[config.mk]
export PLATFORM = sky130hd
export DESIGN_NAME = elm_layer_sequencer
export DESIGN_NICKNAME = d
export VERILOG_FILES = /design/src/rtl/elm_seq_pkg.sv /design/src/rtl/elm_out_capture.sv /design/src/rtl/elm_layer_sequencer.sv
export SDC_FILE = /design/constraint.sdc
export NUM_CORES = 1
export LEC_CHECK = 0
export CORE_MARGIN = 5
export CORE_UTILIZATION = 30
export DETAILED_ROUTE_END_ITERATION = 8
export DONT_BUFFER_PORTS = 1
export GPL_TIMING_DRIVEN = 0
export PLACE_DENSITY = 0.48
export SLEW_MARGIN = 30
export SYNTH_ARGS = -nofsm -noshare
export SYNTH_HDL_FRONTEND = slang
export SYNTH_SLANG_ARGS = --single-unit
[constraint.sdc]
create_clock -name clk -period 12.91 [get_ports clk]
set_clock_uncertainty 0.1 [all_clocks]
set_input_delay 2.582 -clock clk [delete_from_list [all_inputs] [get_ports clk]]
set_output_delay 2.582 -clock clk [all_outputs]
set_load 0.01 [all_outputs]
[src/rtl/elm_seq_pkg.sv]
// Shared types, default sizes and width helper for the ELM layer sequencer.
package elm_seq_pkg;

    typedef enum logic [1:0] {
        IDLE,
        FEED,
        DRAIN,
        EMIT
    } state_e;

    localparam int DEF_NUM_INPUTS  = 128;
    localparam int DEF_NUM_NEURONS = 16;
    localparam int DEF_DATA_WIDTH  = 16;
    localparam int DEF_OUT_WIDTH   = 16;
    localparam int DEF_TIMEOUT     = 64;

    // Counter width able to hold values 0..n-1, never narrower than one bit.
    function automatic int cnt_w(input int n);
        return (n < 2) ? 1 : $clog2(n);
    endfunction

endpackage

[src/rtl/elm_out_capture.sv]
// Per-neuron done mask and activation capture bank for one layer pass.
module elm_out_capture
    import elm_seq_pkg::*;
#(
    parameter int NUM_NEURONS = DEF_NUM_NEURONS,
    parameter int OUT_WIDTH   = DEF_OUT_WIDTH,
    parameter int IDX_W       = cnt_w(NUM_NEURONS)
) (
    input  logic                           clk,
    input  logic                           rst,
    input  logic                           clear,
    input  logic [NUM_NEURONS-1:0]         nrn_outvalid,
    input  logic [NUM_NEURONS*OUT_WIDTH-1:0] nrn_out,
    input  logic [IDX_W-1:0]               rd_idx,
    output logic                           done_all,
    output logic [OUT_WIDTH-1:0]           rd_data
);

    logic [NUM_NEURONS-1:0] done_q;
    logic [NUM_NEURONS-1:0] done_d;
    logic [OUT_WIDTH-1:0]   cap_q [NUM_NEURONS];
    logic [OUT_WIDTH-1:0]   cap_d [NUM_NEURONS];

    // Only the first pulse of each neuron is captured; later ones are ignored.
    always_comb begin
        done_d = done_q;
        cap_d  = cap_q;
        if (clear) begin
            done_d = '0;
            for (int i = 0; i < NUM_NEURONS; i++) begin
                cap_d[i] = '0;
            end
        end else begin
            for (int i = 0; i < NUM_NEURONS; i++) begin
                if (nrn_outvalid[i] && !done_q[i]) begin
                    done_d[i] = 1'b1;
                    cap_d[i]  = nrn_out[i*OUT_WIDTH +: OUT_WIDTH];
                end
            end
        end
    end

    // Looking at next-state values lets a capture be emitted on the same edge.
    assign done_all = &done_d;
    assign rd_data  = cap_d[rd_idx];

    always_ff @(posedge clk or posedge rst) begin
        if (rst) begin
            done_q <= '0;
            for (int i = 0; i < NUM_NEURONS; i++) begin
                cap_q[i] <= '0;
            end
        end else begin
            done_q <= done_d;
            for (int i = 0; i < NUM_NEURONS; i++) begin
                cap_q[i] <= cap_d[i];
            end
        end
    end

endmodule

[src/rtl/elm_layer_sequencer.sv]
// Feeds one feature vector to an ELM hidden layer, collects every neuron's
// activation and streams the results out one neuron per beat.
module elm_layer_sequencer
    import elm_seq_pkg::*;
#(
    parameter int NUM_INPUTS  = DEF_NUM_INPUTS,
    parameter int NUM_NEURONS = DEF_NUM_NEURONS,
    parameter int DATA_WIDTH  = DEF_DATA_WIDTH,
    parameter int OUT_WIDTH   = DEF_OUT_WIDTH,
    parameter int TIMEOUT     = DEF_TIMEOUT
) (
    input  logic                             clk,
    input  logic                             rst,
    input  logic [DATA_WIDTH-1:0]            in_data,
    input  logic                             in_valid,
    input  logic                             in_last,
    output logic                             in_ready,
    output logic [DATA_WIDTH-1:0]            nrn_input,
    output logic                             nrn_input_valid,
    input  logic [NUM_NEURONS-1:0]           nrn_outvalid,
    input  logic [NUM_NEURONS*OUT_WIDTH-1:0] nrn_out,
    output logic [OUT_WIDTH-1:0]             out_data,
    output logic [$clog2(NUM_NEURONS)-1:0]   out_index,
    output logic                             out_valid,
    output logic                             out_last,
    input  logic                             out_ready,
    output logic                             busy,
    output logic                             err_len,
    output logic                             err_timeout,
    output logic [15:0]                      frame_cnt
);

    localparam int BEAT_W = cnt_w(NUM_INPUTS + 1);
    localparam int IDX_W  = $clog2(NUM_NEURONS);
    localparam int TMR_W  = cnt_w(TIMEOUT + 1);

    localparam logic [BEAT_W-1:0] BEAT_LAST = BEAT_W'(NUM_INPUTS);
    localparam logic [IDX_W-1:0]  IDX_LAST  = IDX_W'(NUM_NEURONS - 1);
    localparam logic [TMR_W-1:0]  TMR_LAST  = TMR_W'(TIMEOUT);

    state_e                state_q, state_d;
    logic [BEAT_W-1:0]     beat_q, beat_d;
    logic [TMR_W-1:0]      tmr_q, tmr_d;
    logic [IDX_W-1:0]      idx_q, idx_d;
    logic [DATA_WIDTH-1:0] din_q, din_d;
    logic                  din_vld_q, din_vld_d;
    logic [OUT_WIDTH-1:0]  odata_q, odata_d;
    logic                  ovalid_q, ovalid_d;
    logic                  olast_q, olast_d;
    logic                  err_len_q, err_len_d;
    logic                  err_to_q, err_to_d;
    logic [15:0]           frame_q, frame_d;

    logic                   accept;
    logic                   hs;
    logic [BEAT_W-1:0]      beat_nx;
    logic                   final_beat;
    logic                   cap_clear;
    logic [NUM_NEURONS-1:0] cap_vld;
    logic [IDX_W-1:0]       rd_idx;
    logic                   done_all;
    logic [OUT_WIDTH-1:0]   rd_data;

    // Gated by rst so every output reads 0 while reset is held.
    assign in_ready   = !rst && (state_q == IDLE || state_q == FEED);
    assign accept     = in_valid && in_ready;
    assign hs         = ovalid_q && out_ready;
    assign beat_nx    = beat_q + 1'b1;
    assign final_beat = (beat_nx == BEAT_LAST);
    assign cap_vld    = (state_q == DRAIN) ? nrn_outvalid : '0;
    assign rd_idx     = (state_q == EMIT) ? idx_q + 1'b1 : '0;

    elm_out_capture #(
        .NUM_NEURONS (NUM_NEURONS),
        .OUT_WIDTH   (OUT_WIDTH),
        .IDX_W       (IDX_W)
    ) u_cap (
        .clk          (clk),
        .rst          (rst),
        .clear        (cap_clear),
        .nrn_outvalid (cap_vld),
        .nrn_out      (nrn_out),
        .rd_idx       (rd_idx),
        .done_all     (done_all),
        .rd_data      (rd_data)
    );

    always_comb begin
        state_d   = state_q;
        beat_d    = beat_q;
        tmr_d     = tmr_q;
        idx_d     = idx_q;
        din_d     = din_q;
        din_vld_d = 1'b0;
        odata_d   = odata_q;
        ovalid_d  = ovalid_q;
        olast_d   = olast_q;
        err_len_d = err_len_q;
        err_to_d  = err_to_q;
        frame_d   = frame_q;
        cap_clear = 1'b0;

        if (accept) begin
            din_d     = in_data;
            din_vld_d = 1'b1;
            beat_d    = final_beat ? '0 : beat_nx;
            state_d   = final_beat ? DRAIN : FEED;
            if (state_q == IDLE) begin
                err_len_d = (in_last != final_beat);
                err_to_d  = 1'b0;
            end else begin
                err_len_d = err_len_q || (in_last != final_beat);
            end
        end

        unique case (state_q)
            DRAIN: begin
                tmr_d = tmr_q + 1'b1;
                if (done_all || tmr_d == TMR_LAST) begin
                    err_to_d = !done_all;
                    state_d  = EMIT;
                    tmr_d    = '0;
                    idx_d    = '0;
                    ovalid_d = 1'b1;
                    odata_d  = rd_data;
                    olast_d  = (IDX_LAST == '0);
                end
            end
            EMIT: begin
                if (hs) begin
                    if (olast_q) begin
                        state_d   = IDLE;
                        cap_clear = 1'b1;
                        frame_d   = frame_q + 16'd1;
                        idx_d     = '0;
                        ovalid_d  = 1'b0;
                        olast_d   = 1'b0;
                        odata_d   = '0;
                    end else begin
                        idx_d   = rd_idx;
                        odata_d = rd_data;
                        olast_d = (rd_idx == IDX_LAST);
                    end
                end
            end
            default: ;
        endcase
    end

    always_ff @(posedge clk or posedge rst) begin
        if (rst) begin
            state_q   <= IDLE;
            beat_q    <= '0;
            tmr_q     <= '0;
            idx_q     <= '0;
            din_q     <= '0;
            din_vld_q <= 1'b0;
            odata_q   <= '0;
            ovalid_q  <= 1'b0;
            olast_q   <= 1'b0;
            err_len_q <= 1'b0;
            err_to_q  <= 1'b0;
            frame_q   <= '0;
        end else begin
            state_q   <= state_d;
            beat_q    <= beat_d;
            tmr_q     <= tmr_d;
            idx_q     <= idx_d;
            din_q     <= din_d;
            din_vld_q <= din_vld_d;
            odata_q   <= odata_d;
            ovalid_q  <= ovalid_d;
            olast_q   <= olast_d;
            err_len_q <= err_len_d;
            err_to_q  <= err_to_d;
            frame_q   <= frame_d;
        end
    end

    assign nrn_input       = din_q;
    assign nrn_input_valid = din_vld_q;
    assign out_data        = odata_q;
    assign out_index       = idx_q;
    assign out_valid       = ovalid_q;
    assign out_last        = olast_q;
    assign busy            = (state_q != IDLE);
    assign err_len         = err_len_q;
    assign err_timeout     = err_to_q;
    assign frame_cnt       = frame_q;

endmodule

== After elaboration in Yosys (flattened, before gate mapping) ==
Cells that the tools add are included.

* Add/subtract/negate cells: 4
* Order comparisons: 1
* Equal/unequal tests: 10
* Mux-type cells: 72
* Bitwise logic cells: 1
* Reduce and logical (&&, ||, !) cells: 47

{| class="wikitable"
|+ Operators by type and width
! operator !! number
|-
| $mux 16 || 23
|-
| $mux 256 || 1
|-
| $bmux 16 s4 || 1
|-
| $pmux 16 s2 || 1
|-
| $mux 1 || 31
|-
| $logic_and 1x1->1 || 19
|-
| $logic_not 1->1 || 18
|-
| $add 16x1->16 const B || 1
|-
| $mux 4 || 4
|-
| $reduce_and 16->1 || 1
|-
| $mux 2 || 5
|-
| $add 8x1->8 const B || 1
|-
| $eq 8x8->1 const B || 1
|-
| $mux 8 || 1
|-
| $pmux 4 s2 || 1
|-
| $add 7x1->7 const B || 1
|-
| $eq 7x7->1 const B || 1
|-
| $mux 7 || 1
|-
| $reduce_and 3->1 || 2
|-
| $ge 5x5->1 const B || 1
|-
| $not 4->5 || 1
|-
| $add 4x1->4 const B || 1
|-
| $eq 2x2->1 const B || 2
|-
| $eq 4x4->1 const B || 1
|-
| 10 further kinds || 15
|}

* Flip-flop bits (word level): 346
* Input bits: 293
* Output and inout port bits: 59
* Logic and storage cells: 164

== Longest topological paths before layout ==
Gate-level depths: netlist of the first run.

* Word-level depth: 11
* Gate-level depth with buffers: 11

== By module ==
From an unflattened synthesis of the first run, not the netlist that was laid out.

* Cell total of the unflattened synthesis: 1525
* Area, all modules: 16233.1 um^2

{| class="wikitable"
|+ Modules (own cells, without submodules)
! module !! times used !! cells an instance !! area an instance (um^2)
|-
| elm_out_capture || 1 || 1191 || 12842.3
|-
| elm_layer_sequencer || 1 || 334 || 3390.8
|}

== Worst setup path after synthesis of the first run ==
Ideal clock, no wire load.

* Kind: in2out
* From: input rst
* To: output in_ready
* Arrival: 2.769 ns
* Slack: 7.459 ns
* Stages on the path: 1
* Path buffers: 0
* Cells stage by stage: nor2_1

* Word-level cells in the longest chain between the ends: 2

{| class="wikitable"
|+ Ends and longest elaborated chain
! item !! line !! source
|-
| start, declared || elm_layer_sequencer.sv:13 || <nowiki>input logic rst,</nowiki>
|-
| $logic_not 1->1 (no line) || n/a ||
|-
| $logic_and 1x1->1 || elm_layer_sequencer.sv:65 || <nowiki>assign in_ready = !rst && (state_q == IDLE || state_q == FEED);</nowiki>
|-
| end, declared || elm_layer_sequencer.sv:17 || <nowiki>output logic in_ready,</nowiki>
|}

No other way between the ends.

== Worst setup path after layout of the first run ==
* From: register state_q[1]
* To: output busy

* Word-level cells in the longest chain between the ends: 1

{| class="wikitable"
|+ Ends and longest elaborated chain
! item !! line !! source
|-
| start, declared || elm_layer_sequencer.sv:41 || <nowiki>state_e state_q, state_d;</nowiki>
|-
| start signal, assigned || elm_layer_sequencer.sv:165 || <nowiki>state_q <= state_d;</nowiki>
|-
| $reduce_bool 2->1 || elm_layer_sequencer.sv:186 || <nowiki>assign busy = (state_q != IDLE);</nowiki>
|-
| end, declared || elm_layer_sequencer.sv:27 || <nowiki>output logic busy,</nowiki>
|}

No other way between the ends.

==> qor.yml, run 1 <==
yosys:
  synthArstFlopShare_pct: 100
  yosysSeqAreaShare_pct: 51.6
  syn-cell-area_sq_um: 16800
  synth_ff_type: "sky130_fd_sc_hd__dfrtp_1"
  postSynthRegisterBits: 346
  avgSynthCellArea_sq_um: 10.9
  mappedNetlistNets: 1834
  netlist_instances: 1537
  yosys_warnings: 0
  synthDistinctLibCells: 68
  synth_edf_count: 0
layout:
  final_design_utilization_pct: 34.8
  layout.cells.most_common_list: "sky130_fd_sc_hd__dfrtp_1, sky130_fd_sc_hd__mux2i_1, sky130_fd_sc_hd__nor2_1"
  nNetsFinal: 1882
  final_common_cell: "sky130_fd_sc_hd__dfrtp_1"
  post_route_cells_drive_above_1_share_pct: 10.3
  area_growth_pct: 14.7
clock_tree:
  number_of_buffers_added_by_the_clock_tree_synthesis_step: 42
  clock_sinks: 346
  post_cts_hold_buffer_count: 0
  post_cts.resized_instances: 0
  clk-insertion-delay-late_ns: 0.57
  clock_tree_buf_depth: 3
  path_clk_slew_ns: 0.06
  post_cts_setup_buffer_count: 0
  tritoncts: "done"
  cts_root_buffer: "sky130_fd_sc_hd__clkbuf_16"
  ctsHtreeMaxLevel: 2
grt:
  grt_remaining_overflow: 0
  gr_usage_total_pct: 21.1
  grt_max_degree: 89
  wire_length_of_the_first_global_routing_pass_um: 93500
  grt_antenna_before_repair: 20
  first_global_vias: 12700
floorplan:
  die-area_sq_um: 60700
  fp.dieW_um: 246
  pin_count: 352
  starting_density_pct: 30.4
  core_sq_um: 55200
  rows: 86
  fp.dieH_um: 246
route:
  drt_first_pass_iters: 5
  detail_route.wl_per_cell_um: 27.7
  wl_um: 65800
  routed-via-count: 12400
  drt_iter0_drcs: 1031
  vias_per_cell: 5.21
  drt.antenna.violating_nets: 0
  drcViolationCount: 0
placed_design:
  number_of_input_and_output_port_buffers_inserted: 0
  dpl.hpwl_um: 50200
  place_congestion: 0.841
min_path:
  min-delay-path-class: "reg -> reg"
power_and_ir_drop:
  leakage_uw: 0.00790
  power.ir.vdd_worst_mv: 0.112
  powerDensity_nw_per_um2: 199
setup_path:
  setup.worst_path.class: "reg -> out"
  setup_crit_end_kind: "output pin"
  critical_path_arrival_ns: 2.83
  path_max_fanout: 10
  launching_element_type_of_the_critical_path: "flip-flop"
  data_required_time_at_the_worst_endpoint_ns: 10.23
timing:
  finalHoldWorstSlack_ns: 0.412
  timing_max_transition_violations_final: 0
  setup_repair_after_global_routing_missed_its_margin: "false"
  setup_viol: 0
  tightest_slew_ns: 0.949
  post-route-period-util_pct: 42.7
  clock.fmax_ghz: 0.181
  slew_headroom_pct: 36.7
  hold_viol_final: 0
  period_needed_ns: 5.51
outcome:
  run_status: "completed"
flow_run:
  maxCapViolCount: 0
[through the flow]
| step | cells | cell area (sq um) | setup slack [ns] | total power, uW | setup TNS (ns) |
|---|---|---|---|---|---|
| after detailed placement | 2289 | 17800 | 7.44 | 2660 | 0 |
| after floorplan | 1537 | 16800 | 0.635 | 2310 | 0 |
| final | 2376 | 19200 | 7.40 | 3830 | 0 |
| after global routing | 2371 | 19200 | 7.25 | 4060 | 0 |
| after global placement | 2285 | 17700 | -3.81 | 2630 | -1298.51 |
| after CTS | 2364 | 19200 | 7.36 | 3870 | 0 |
[kinds of logic after synthesis]
family / share of synthesized area, %
XOR/XNOR: 1.15
buffers and inverters: 4.13
multiplexers: 20.8
AO/OA/AOI/OAI: 8.54
AND/OR/NAND/NOR: 13.5
flip-flops: 51.6
adder cells (fa/ha/maj): 0.298
[flip-flops by register name (all words and copies together), names as in the netlist]
name / flops
out_valid: 1
beat_q: 8
u_cap.cap_q: 256
tmr_q: 7
nrn_input_valid: 1
u_cap.done_q: 16
nrn_input: 16
out_index: 4
err_len: 1
out_data: 16
err_timeout: 1
out_last: 1
frame_cnt: 16
state_q: 2
[critical path: stages, from the launching register on]
cell                       delay [ns]
sky130_fd_sc_hd__dfrtp_1         0.38
sky130_fd_sc_hd__buf_6           0.14
sky130_fd_sc_hd__buf_2           0.27
sky130_fd_sc_hd__clkbuf_1        0.47
sky130_fd_sc_hd__clkbuf_1        0.67
sky130_fd_sc_hd__inv_1           0.14
sky130_fd_sc_hd__nand2_1         0.20
[layer usage]
| metal | global-route usage (%) | wire (um) | vias up |
|---|---|---|---|
| met5 | 0 | 121 | - |
| li1 | - | - | 5564 |
| met2 | 34.2 | 31200 | 387 |
| met1 | 26.9 | 27200 | 6310 |
| met3 | 7.00 | 5570 | 102 |
| met4 | 6.40 | 1700 | 16 |
[where the power goes]
group	total, uW	internal, uW	switching (uW)
Clock	1190	699	491
Combinational	992	375	617
Sequential	1650	1460	189
Total	3830	2540	1300
[path summary, 6_finish.rpt]
kind                                        from                to  slack [ns]  cells after the start
min in group asynchronous                    rst         beat_q[7]        1.75                      1
max in group asynchronous                    rst  u_cap.cap_q[221]        9.77                      3
worst min-delay path            u_cap.cap_q[143]  u_cap.cap_q[143]        0.41                      2
worst max register to register      out_index[1]       out_data[0]        9.40                     10
worst min register to register  u_cap.cap_q[143]  u_cap.cap_q[143]        0.41                      2
worst max-delay path                  state_q[1]              busy        7.40                      6
[layout make-up]
class / instances / area [sq um]
fillers: 5564 / 36000
flip-flops and latches: 346 / 8660
multi-input cells: 1068 / 7420
clock buffers: 59 / 1260
well taps: 748 / 936
plain buffers: 116 / 668
clock inverters: 16 / 115
repair buffers: 4 / 110
inverters: 7 / 33.8
diodes: 12 / 30.0
[synth_stat cells, types with 6 or more instances]
cell                        count  area (sq um)
sky130_fd_sc_hd__o22ai_1       31           194
sky130_fd_sc_hd__o21ai_0       30           150
sky130_fd_sc_hd__buf_6         15           169
sky130_fd_sc_hd__dfrtp_1      346          8660
sky130_fd_sc_hd__a31oi_1        8          50.1
sky130_fd_sc_hd__clkbuf_1      48           180
sky130_fd_sc_hd__mux2i_1      326          3260
sky130_fd_sc_hd__and4bb_1       7          87.6
sky130_fd_sc_hd__mux2_2         6          67.6
sky130_fd_sc_hd__nor4bb_1       6          60.1
sky130_fd_sc_hd__nand3_1       20           100
sky130_fd_sc_hd__a2111oi_0      6          52.6
sky130_fd_sc_hd__a211o_1        6          52.6
sky130_fd_sc_hd__nand2_1       87           327
sky130_fd_sc_hd__xor2_1         7          61.3
sky130_fd_sc_hd__buf_1          6          22.5
sky130_fd_sc_hd__a21oi_1       37           185
sky130_fd_sc_hd__nor3_1         6          30.0
sky130_fd_sc_hd__and3_1        10          62.6
sky130_fd_sc_hd__buf_4         24           180
sky130_fd_sc_hd__nand4_1       10          62.6
sky130_fd_sc_hd__inv_1          7          26.3
sky130_fd_sc_hd__a22o_1        26           228
sky130_fd_sc_hd__nor2_1       300          1130
sky130_fd_sc_hd__buf_2         23           115
sky130_fd_sc_hd__nand4b_1      16           140
sky130_fd_sc_hd__xnor2_1       15           131
sky130_fd_sc_hd__a211oi_1       8          60.1
sky130_fd_sc_hd__a22oi_1       23           173
Power figures use the tool's default switching activity.
==> run 2: changes to the inputs <==
--- a/config.mk
+++ b/config.mk
@@ -10,7 +10,7 @@
 export DETAILED_ROUTE_END_ITERATION = 8
 export DONT_BUFFER_PORTS = 1
 export GPL_TIMING_DRIVEN = 0
-export PLACE_DENSITY = 0.48
+export PLACE_DENSITY = 0.47
 export SLEW_MARGIN = 30
 export SYNTH_ARGS = -nofsm -noshare
 export SYNTH_HDL_FRONTEND = slang
==> constraint.sdc (replaced) <==
create_clock -name clk -period 5.5 [get_ports clk]
set_clock_uncertainty 0.1 [all_clocks]
set_input_delay 1.1 -clock clk [delete_from_list [all_inputs] [get_ports clk]]
set_output_delay 1.1 -clock clk [all_outputs]
set_load 0.01 [all_outputs]
==> qor.yml, run 2 (synthesis results as in run 1) <==
power_and_ir_drop:
  powerDensity_nw_per_um2: 461  # +130%
  power.ir.vdd_worst_mv: 0.274  # +150%
  design_power_total_uw: 8940  # +130%
  leakage_uw: 0.00799  # +1.1%
layout:
  ff_latch_area_sq_um: 8660  # unchanged
  final_design_utilization_pct: 35.2  # +0.32 points
  fillCellCount: 5586  # +0.40%
  layout.cells.most_common_list: "sky130_fd_sc_hd__dfrtp_1, sky130_fd_sc_hd__mux2i_1, sky130_fd_sc_hd__nor2_1"
  post_route_cells_drive_above_1_share_pct: 10.5  # +0.20 points
  multiInputGateArea_sq_um: 7420  # unchanged
  nNetsFinal: 1893  # +0.58%
  number_of_flip_flops_in_the_largest_register: 256  # unchanged
  area_growth_pct: 15.7
  regMostFlops: "u_cap.cap_q"
  final_common_cell: "sky130_fd_sc_hd__dfrtp_1"
setup_path:
  setup.worst_path.class: "reg -> out"
  critical_path_arrival_ns: 2.79  # -0.04 ns
  path_max_fanout: 10  # unchanged
  launching_element_type_of_the_critical_path: "flip-flop"
  data_required_time_at_the_worst_endpoint_ns: 4.30  # -5.93 ns
  cell_family_with_most_cp_delay: "buffers and inverters"
  timing.critical_path.mode_cell: "sky130_fd_sc_hd__clkbuf_1"
  setup_crit_end_kind: "output pin"
  critical_path_cell_count: 6  # unchanged
  r2r_cells: 7  # -3
  path_buf_inv: 5  # unchanged
  cpMaxStageDelayCell: "sky130_fd_sc_hd__clkbuf_1"
  critical-path-max-stage-delay_ns: 0.65  # -0.02 ns
  crit_path_cells: "buf_6 > buf_2 > clkbuf_1 > clkbuf_1 > inv_1 > nand2_1"
outcome:
  run_status: "completed"
timing:
  setup_tns_ns: 0  # unchanged
  setup_slack_ns: 1.51  # -5.88 ns
  tightest_slew_ns: 1.08  # +0.128 ns
  post-route-period-util_pct: 72.5
  setup_repair_after_global_routing_missed_its_margin: "false"
  hold_viol_final: 0  # unchanged
  slew_headroom_pct: 28.2  # -8.5 points
  period_needed_ns: 3.99
  timing_max_transition_violations_final: 0  # unchanged
  finalHoldWorstSlack_ns: 0.364  # -0.0478 ns
  clock.fmax_ghz: 0.251
  setup_viol: 0  # unchanged
grt:
  wire_length_of_the_first_global_routing_pass_um: 92900  # -0.62%
  grt_remaining_overflow: 0  # unchanged
  gr_usage_total_pct: 21.1  # -0.034 points
  first_global_vias: 12600  # -0.50%
  grt_max_degree: 29  # -67%
  grt_antenna_before_repair: 16  # -20%
clock_tree:
  tritoncts: "done"
  post_cts_setup_buffer_count: 0  # unchanged
  clk-insertion-delay-late_ns: 0.57  # about the same
  post_cts_hold_buffer_count: 0  # unchanged
  post_cts.resized_instances: 0  # unchanged
  path_clk_slew_ns: 0.06  # about the same
  clock_tree_buf_depth: 3  # unchanged
  clock_sinks: 346  # unchanged
  cts_root_buffer: "sky130_fd_sc_hd__clkbuf_16"
  number_of_buffers_added_by_the_clock_tree_synthesis_step: 42  # unchanged
  ctsHtreeMaxLevel: 2  # unchanged
floorplan:
  pin_count: 352  # unchanged
  fp.dieW_um: 246  # unchanged
  rows: 86  # unchanged
  fp.dieH_um: 246  # unchanged
  core_sq_um: 55200  # unchanged
  starting_density_pct: 30.4  # unchanged
  die-area_sq_um: 60700  # unchanged
route:
  vias_per_cell: 5.14  # -1.3%
  detail_route.wl_per_cell_um: 27.6  # -0.39%
  drt_first_pass_iters: 7  # +2
  wl_um: 65700  # -0.22%
  drt_iter0_drcs: 861  # -16%
  drcViolationCount: 0  # unchanged
  routed-via-count: 12200  # -1.2%
  drt.antenna.violating_nets: 0  # unchanged
placed_design:
  place_congestion: 0.852  # +1.2%
  number_of_input_and_output_port_buffers_inserted: 0  # unchanged
  dpl.hpwl_um: 51400  # +2.3%
  pre_cts_slack_ns: 1.79  # -5.65 ns
flow_run:
  maxCapViolCount: 0  # unchanged
min_path:
  min-delay-path-class: "in -> async"
[run 2: path summary, 6_finish.rpt]
kind / start / endpoint / slack (ns)
max in group asynchronous: rst / u_cap.cap_q[8] / 3.61
min: rst / nrn_input[4] / 0.36
min in group clk: u_cap.cap_q[63] / u_cap.cap_q[63] / 0.41
max reg2reg: out_index[0] / out_data[1] / 1.89
max: state_q[1] / busy / 1.51
min reg2reg: u_cap.cap_q[63] / u_cap.cap_q[63] / 0.41
[run 2: report_power, final]
part	leakage, uW	switching [uW]	internal [uW]
Sequential	0.00431	438	3440
Combinational	0.00302	1460	898
Clock	0.000662	1110	1600
[run 2: metal layers]
metal / vias up / wire length (um) / track usage [%] / part of all wire, %
li1: 5569 / - / - / -
met1: 6183 / 27500 / 27.1 / 42
met2: 374 / 31000 / 34.1 / 47
met3: 92 / 5420 / 7.29 / 8.2
met4: 18 / 1560 / 5.40 / 2.4
met5: - / 129 / 0 / 0.20
[run 2: per-stage QoR]
stage	std cells	instance area (sq um)
after floorplan	1537	16800
after global placement	2285	17700
after detailed placement	2300	18100
after CTS	2372	19400
after global routing	2374	19400
final	2380	19400
[run 2: layout make-up]
cell class	count	area share [%]
plain buffers	116	3.44
clock buffers	64	6.63
flip-flops and latches	346	44.6
multi-input cells	1068	38.2
inverters	7	0.155
clock inverters	8	0.206
well taps	748	4.82
diodes	8	0.103
repair buffers	15	1.78
[run 2: worst reg2reg max path, delay by kind of cell, from the launching register on]
family,cells,cell delay [ns]
buffers and inverters,3,1.72
AOI/OAI and AO/OA,3,0.92
DFF,1,0.53
and+or+nand+nor,1,0.20
==> run 3: changes to the inputs <==
==> constraint.sdc (replaced) <==
create_clock -name clk -period 3.8 [get_ports clk]
set_clock_uncertainty 0.1 [all_clocks]
set_input_delay 0.76 -clock clk [delete_from_list [all_inputs] [get_ports clk]]
set_output_delay 0.76 -clock clk [all_outputs]
set_load 0.01 [all_outputs]
==> qor.yml, run 3 (synthesis results as in run 1) <==
outcome:
  run_status: "completed"
route:
  routed-via-count: 12200  # unchanged
  detail_route.wl_per_cell_um: 27.6  # about the same
  drcViolationCount: 0  # unchanged
  wl_met1_um: 27500  # unchanged
  maxUsedRoutingLayer: "met5"
  met3_length_um: 5410  # -0.15%
  drt.antenna.violating_nets: 0  # unchanged
  drt_iter0_drcs: 869  # +0.93%
  drt_first_pass_iters: 7  # unchanged
  vias_per_cell: 5.14  # about the same
  wl_um: 65700  # about the same
  detail_route_met2_wl_um: 31100  # about the same
timing:
  setup_tns_ns: 0  # unchanged
  setup_viol: 0  # unchanged
  timing_max_transition_violations_final: 0  # unchanged
  period_needed_ns: 3.60
  post-route-period-util_pct: 94.6
  clock.fmax_ghz: 0.278
  setup_repair_after_global_routing_missed_its_margin: "false"
  hold_viol_final: 0  # unchanged
  slew_headroom_pct: 29.5  # +1.3 points
  tightest_slew_ns: 1.06  # -0.0199 ns
layout:
  layout.cells.most_common_list: "sky130_fd_sc_hd__dfrtp_1, sky130_fd_sc_hd__mux2i_1, sky130_fd_sc_hd__nor2_1"
  area_growth_pct: 15.7  # about the same
  nNetsFinal: 1893  # unchanged
  post_route_cells_drive_above_1_share_pct: 10.5  # +0.062 points
  number_of_flip_flops_in_the_largest_register: 256  # unchanged
  stdcell_count: 2379  # -0.042%
  final_common_cell: "sky130_fd_sc_hd__dfrtp_1"
  regMostFlops: "u_cap.cap_q"
floorplan:
  core_sq_um: 55200  # unchanged
  die-area_sq_um: 60700  # unchanged
  fp.dieH_um: 246  # unchanged
  rows: 86  # unchanged
  fp.dieW_um: 246  # unchanged
  pin_count: 352  # unchanged
  starting_density_pct: 30.4  # unchanged
setup_path:
  path_max_fanout: 10  # unchanged
  critical_path_arrival_ns: 3.92  # +1.13 ns
  regToRegStartpoint: "out_index[0]"
  r2r_cells: 7  # unchanged
  setup.worst_path.class: "reg -> reg"
  launching_element_type_of_the_critical_path: "flip-flop"
  data_required_time_at_the_worst_endpoint_ns: 4.12  # -0.18 ns
  setup_crit_end_kind: "flip-flop"
  r2r-end: "out_data[1]"
  reg2reg_slack_ns: 0.20  # -1.69 ns
power_and_ir_drop:
  combPwrFrac_pct: 26.3  # about the same
  switching_power_uw: 4350  # +45%
  internal_power_uw: 8590  # +45%
  clockPowerShare_pct: 30.3  # about the same
  p_seq_share_pct: 43.3  # about the same
  power.ir.vdd_worst_mv: 0.397  # +45%
  netSwitchingFraction_pct: 33.6  # about the same
  design_power_total_uw: 12900  # +45%
  powerDensity_nw_per_um2: 667  # +45%
  leakage_uw: 0.00799  # about the same
clock_tree:
  number_of_buffers_added_by_the_clock_tree_synthesis_step: 42  # unchanged
  clock_sinks: 346  # unchanged
  path_clk_slew_ns: 0.06  # about the same
  cts_root_buffer: "sky130_fd_sc_hd__clkbuf_16"
  ctsHtreeMaxLevel: 2  # unchanged
  clk-insertion-delay-late_ns: 0.57  # about the same
  tritoncts: "done"
  clock_tree_buf_depth: 3  # unchanged
grt:
  gr_usage_total_pct: 21.1  # unchanged
  wire_length_of_the_first_global_routing_pass_um: 92900  # unchanged
  grt_remaining_overflow: 0  # unchanged
  grt_max_degree: 29  # unchanged
  first_global_vias: 12600  # unchanged
  grt_antenna_before_repair: 16  # unchanged
placed_design:
  dpl.hpwl_um: 51400  # unchanged
  place_congestion: 0.852  # unchanged
  number_of_input_and_output_port_buffers_inserted: 0  # unchanged
  dp.cells: 2300  # unchanged
min_path:
  min-delay-path-class: "in -> async"
flow_run:
  maxCapViolCount: 0  # unchanged
-- run 3: cell types whose count changed in the layout (fill, tap and decap cells not counted) --
cell / previous run / this run
sky130_fd_sc_hd__clkbuf_1: 57 / 56
sky130_fd_sc_hd__diode_2: 8 / 7
sky130_fd_sc_hd__clkbuf_2: 1 / 2
-- run 3: metrics by stage --
| stage | util, % | hold WS (ns) | area (sq um) | worst slack (ns) |
|---|---|---|---|---|
| 6_report | 35.2 | 0.0244 | 19400 | 0.204 |
| 5_1_grt | 35.1 | 0.0516 | 19400 | 0.171 |
| 4_1_cts | 35.1 | 0.00488 | 19400 | 0.0843 |
| 3_5_place_dp | 32.7 | 0.401 | 18100 | 0.381 |
| 3_3_place_gp | 32.1 | 0.392 | 17700 | -3.96 |
| 2_1_floorplan | - | 0.371 | 16800 | -1.69 |
-- run 3: power groups by stage --
stage | registers (uW) | logic (uW) | clock network (uW)
after floorplan | 5460 | 2380 | 0
after global placement | 5670 | 3300 | 0
after detailed placement | 5670 | 3410 | 0
after CTS | 5610 | 3430 | 4050
after global routing | 5740 | 3790 | 4190
final | 5610 | 3400 | 3930
-- run 3: worst max path at each step --
stage / from / to / slack (ns) / depth (start not counted)
2_1_floorplan: rst / beat_q[0] / -1.69 / 1
3_3_place_gp: rst / u_cap.cap_q[234] / -3.96 / 1
3_5_place_dp: out_index[1] / out_data[0] / 0.38 / 10
4_1_cts: state_q[1] / busy / 0.08 / 6
5_1_grt: out_last / u_cap.cap_q[144] / 0.17 / 7
6_report: out_index[0] / out_data[1] / 0.20 / 7
-- run 3: layout make-up --
type / instances / area [sq um]
well taps: 748 / 936
clock inverters: 8 / 40.0
clock buffers: 64 / 1290
fillers: 5584 / 35800
diodes: 7 / 17.5
multi-input cells: 1068 / 7420
repair buffers: 15 / 345
plain buffers: 116 / 669
flip-flops and latches: 346 / 8660
inverters: 7 / 30.0
-- run 3: what timing repair did --
action,4_1_cts,5_1_grt
endpoints found under the setup margin,0,1
endpoints found under the hold margin,0,0
setup buffers,0,0
hold buffers,0,0
gates resized for setup,0,2
-- run 3: worst max-delay path: stages (launching register included) --
cell and delay (ns):
sky130_fd_sc_hd__dfrtp_1 0.53, sky130_fd_sc_hd__buf_2 0.28, sky130_fd_sc_hd__clkbuf_1 0.81, sky130_fd_sc_hd__clkbuf_2 0.60
sky130_fd_sc_hd__nand4b_1 0.18, sky130_fd_sc_hd__o21ai_0 0.10, sky130_fd_sc_hd__a221oi_1 0.65, sky130_fd_sc_hd__a31oi_1 0.17
-- run 3: metal layers --
layer | global-route usage [%] | vias to the layer above
li1 | - | 5568
met1 | 27.1 | 6189
met2 | 34.1 | 369
met3 | 7.29 | 92
met4 | 5.40 | 18
met5 | 0 | -
==> patch, RTL diff (flow settings as in run 2) <==
`din_q` no longer has a reset.
--- a/src/rtl/elm_layer_sequencer.sv
+++ b/src/rtl/elm_layer_sequencer.sv
@@ -154,5 +154,4 @@
             tmr_q     <= '0;
             idx_q     <= '0;
-            din_q     <= '0;
             din_vld_q <= 1'b0;
             odata_q   <= '0;
@@ -167,5 +166,4 @@
             tmr_q     <= tmr_d;
             idx_q     <= idx_d;
-            din_q     <= din_d;
             din_vld_q <= din_vld_d;
             odata_q   <= odata_d;
@@ -176,4 +174,8 @@
             frame_q   <= frame_d;
         end
+    end
+
+    always_ff @(posedge clk) begin
+        din_q <= din_d;
     end
 
Behaviour: differs if rst is asserted again (counterexample within 4 cycles, from zero or initial values and one cycle with rst high); with rst held inactive, the same outputs for 4 cycles.
==> patch against run 2 <==
Routed wire length rose by 0.23%; register-to-register slack improved by 0.13 ns; sequential cell count is the same; non-clock buffer count shrank 3; worst setup slack improved by 0.50 ns; total power is 3.8% higher; final area is 0.38% higher; synthesized area down 0.36%; largest cell class unchanged.
==> patch: results (changes against run 2) <==
[synthesis]
synth_edf_count=16  ; +16
synth.yosys.seq_area_share_pct=52.3  ; +0.66 points
async_reset_ff_share_pct=95.4  ; -4.6 points
synth_cell_types=73  ; +7.4%
netlist_instances=1506  ; -2.0%

[outcome]
status=finished, final reports clean

[global_routing]
antenna_found_initial=12  ; -4
grt_pass1_vias=12800  ; +1.6%
grt_usage_pct=21.1  ; +0.036 points
met1_usage_pct=25.9  ; -1.2 points
grt_max_degree=30  ; +3.4%
grt_pass1_wl_mm=93.2  ; +0.31%
use_met2_pct=34.8  ; +0.66 points

[setup_path]
slowest_delay_ns=0.45  ; -0.20 ns
cp-startpoint=state_q[0]
critPathTopFamily=buffers and inverters
reg2reg_to=out_data[15]
r2r_start=out_last
ff2ff_path_depth=8  ; +1

[placement]
dp_cells=2269  ; -1.3%
place_ws_ns=1.72  ; -0.0716 ns
dp_hpwl_mm=50.8  ; -1.0%
gp_congestion=0.845  ; -0.85%

[power_and_ir_drop]
p_sw_uw=3240  ; +7.7%
leakagePower_uw=0.00789  ; -1.3%
ir_drop_mv=0.230  ; -16%

[layout]
largest_reg_flops=256  ; unchanged
final_layout_size_suffix_gt1_share_pct=11.4  ; +0.90 points
largest-register=u_cap.cap_q
final_cells=2356  ; -1.0%
final_nets=1863  ; -1.6%

[routing]
drtPass1Iterations=5  ; -2
drtIter0Drc=823  ; -4.4%
wl_per_cell_um=27.9  ; +1.2%
dr_total_vias=12200  ; -0.59%

[sta]
whs_ns=0.225  ; -0.139 ns
fin_ws_ns=2.01  ; +0.501 ns

[clock_tree]
cts_made_buffers=43  ; +2.4%

patch: power groups by stage:
| stage | sequential, uW | combinational, uW | clock, uW |
|---|---|---|---|
| final | 3880 | 2450 | 2940 |
| after global routing | 3970 | 2710 | 3120 |
| after CTS | 3870 | 2450 | 3020 |
| after detailed placement | 3910 | 2440 | 0 |
| after global placement | 3910 | 2350 | 0 |
| after floorplan | 3770 | 1650 | 0 |
patch: layout make-up:
cell class	instances	area, um^2
diodes	7	17.5
fillers	5563	35600
clock buffers	59	1240
clock inverters	21	226
well taps	748	936
flip-flops and latches	346	8740
inverters	5	22.5
plain buffers	113	766
repair buffers	15	353
multi-input cells	1042	7190
patch: kinds of logic after synthesis:
family,share of synthesized area [%]
xor+xnor,1.15
fa+ha+maj,0.300
flops,52.3
simple gates,12.8
compound gates,8.99
buf+inv,4.69
mux,19.8
patch: layer usage:
layer | share of wire, % | vias up
li1 | - | 5515
met3 | 9.2 | 105
met5 | 0.14 | -
met4 | 2.6 | 10
met2 | 48 | 374
met1 | 40 | 6160
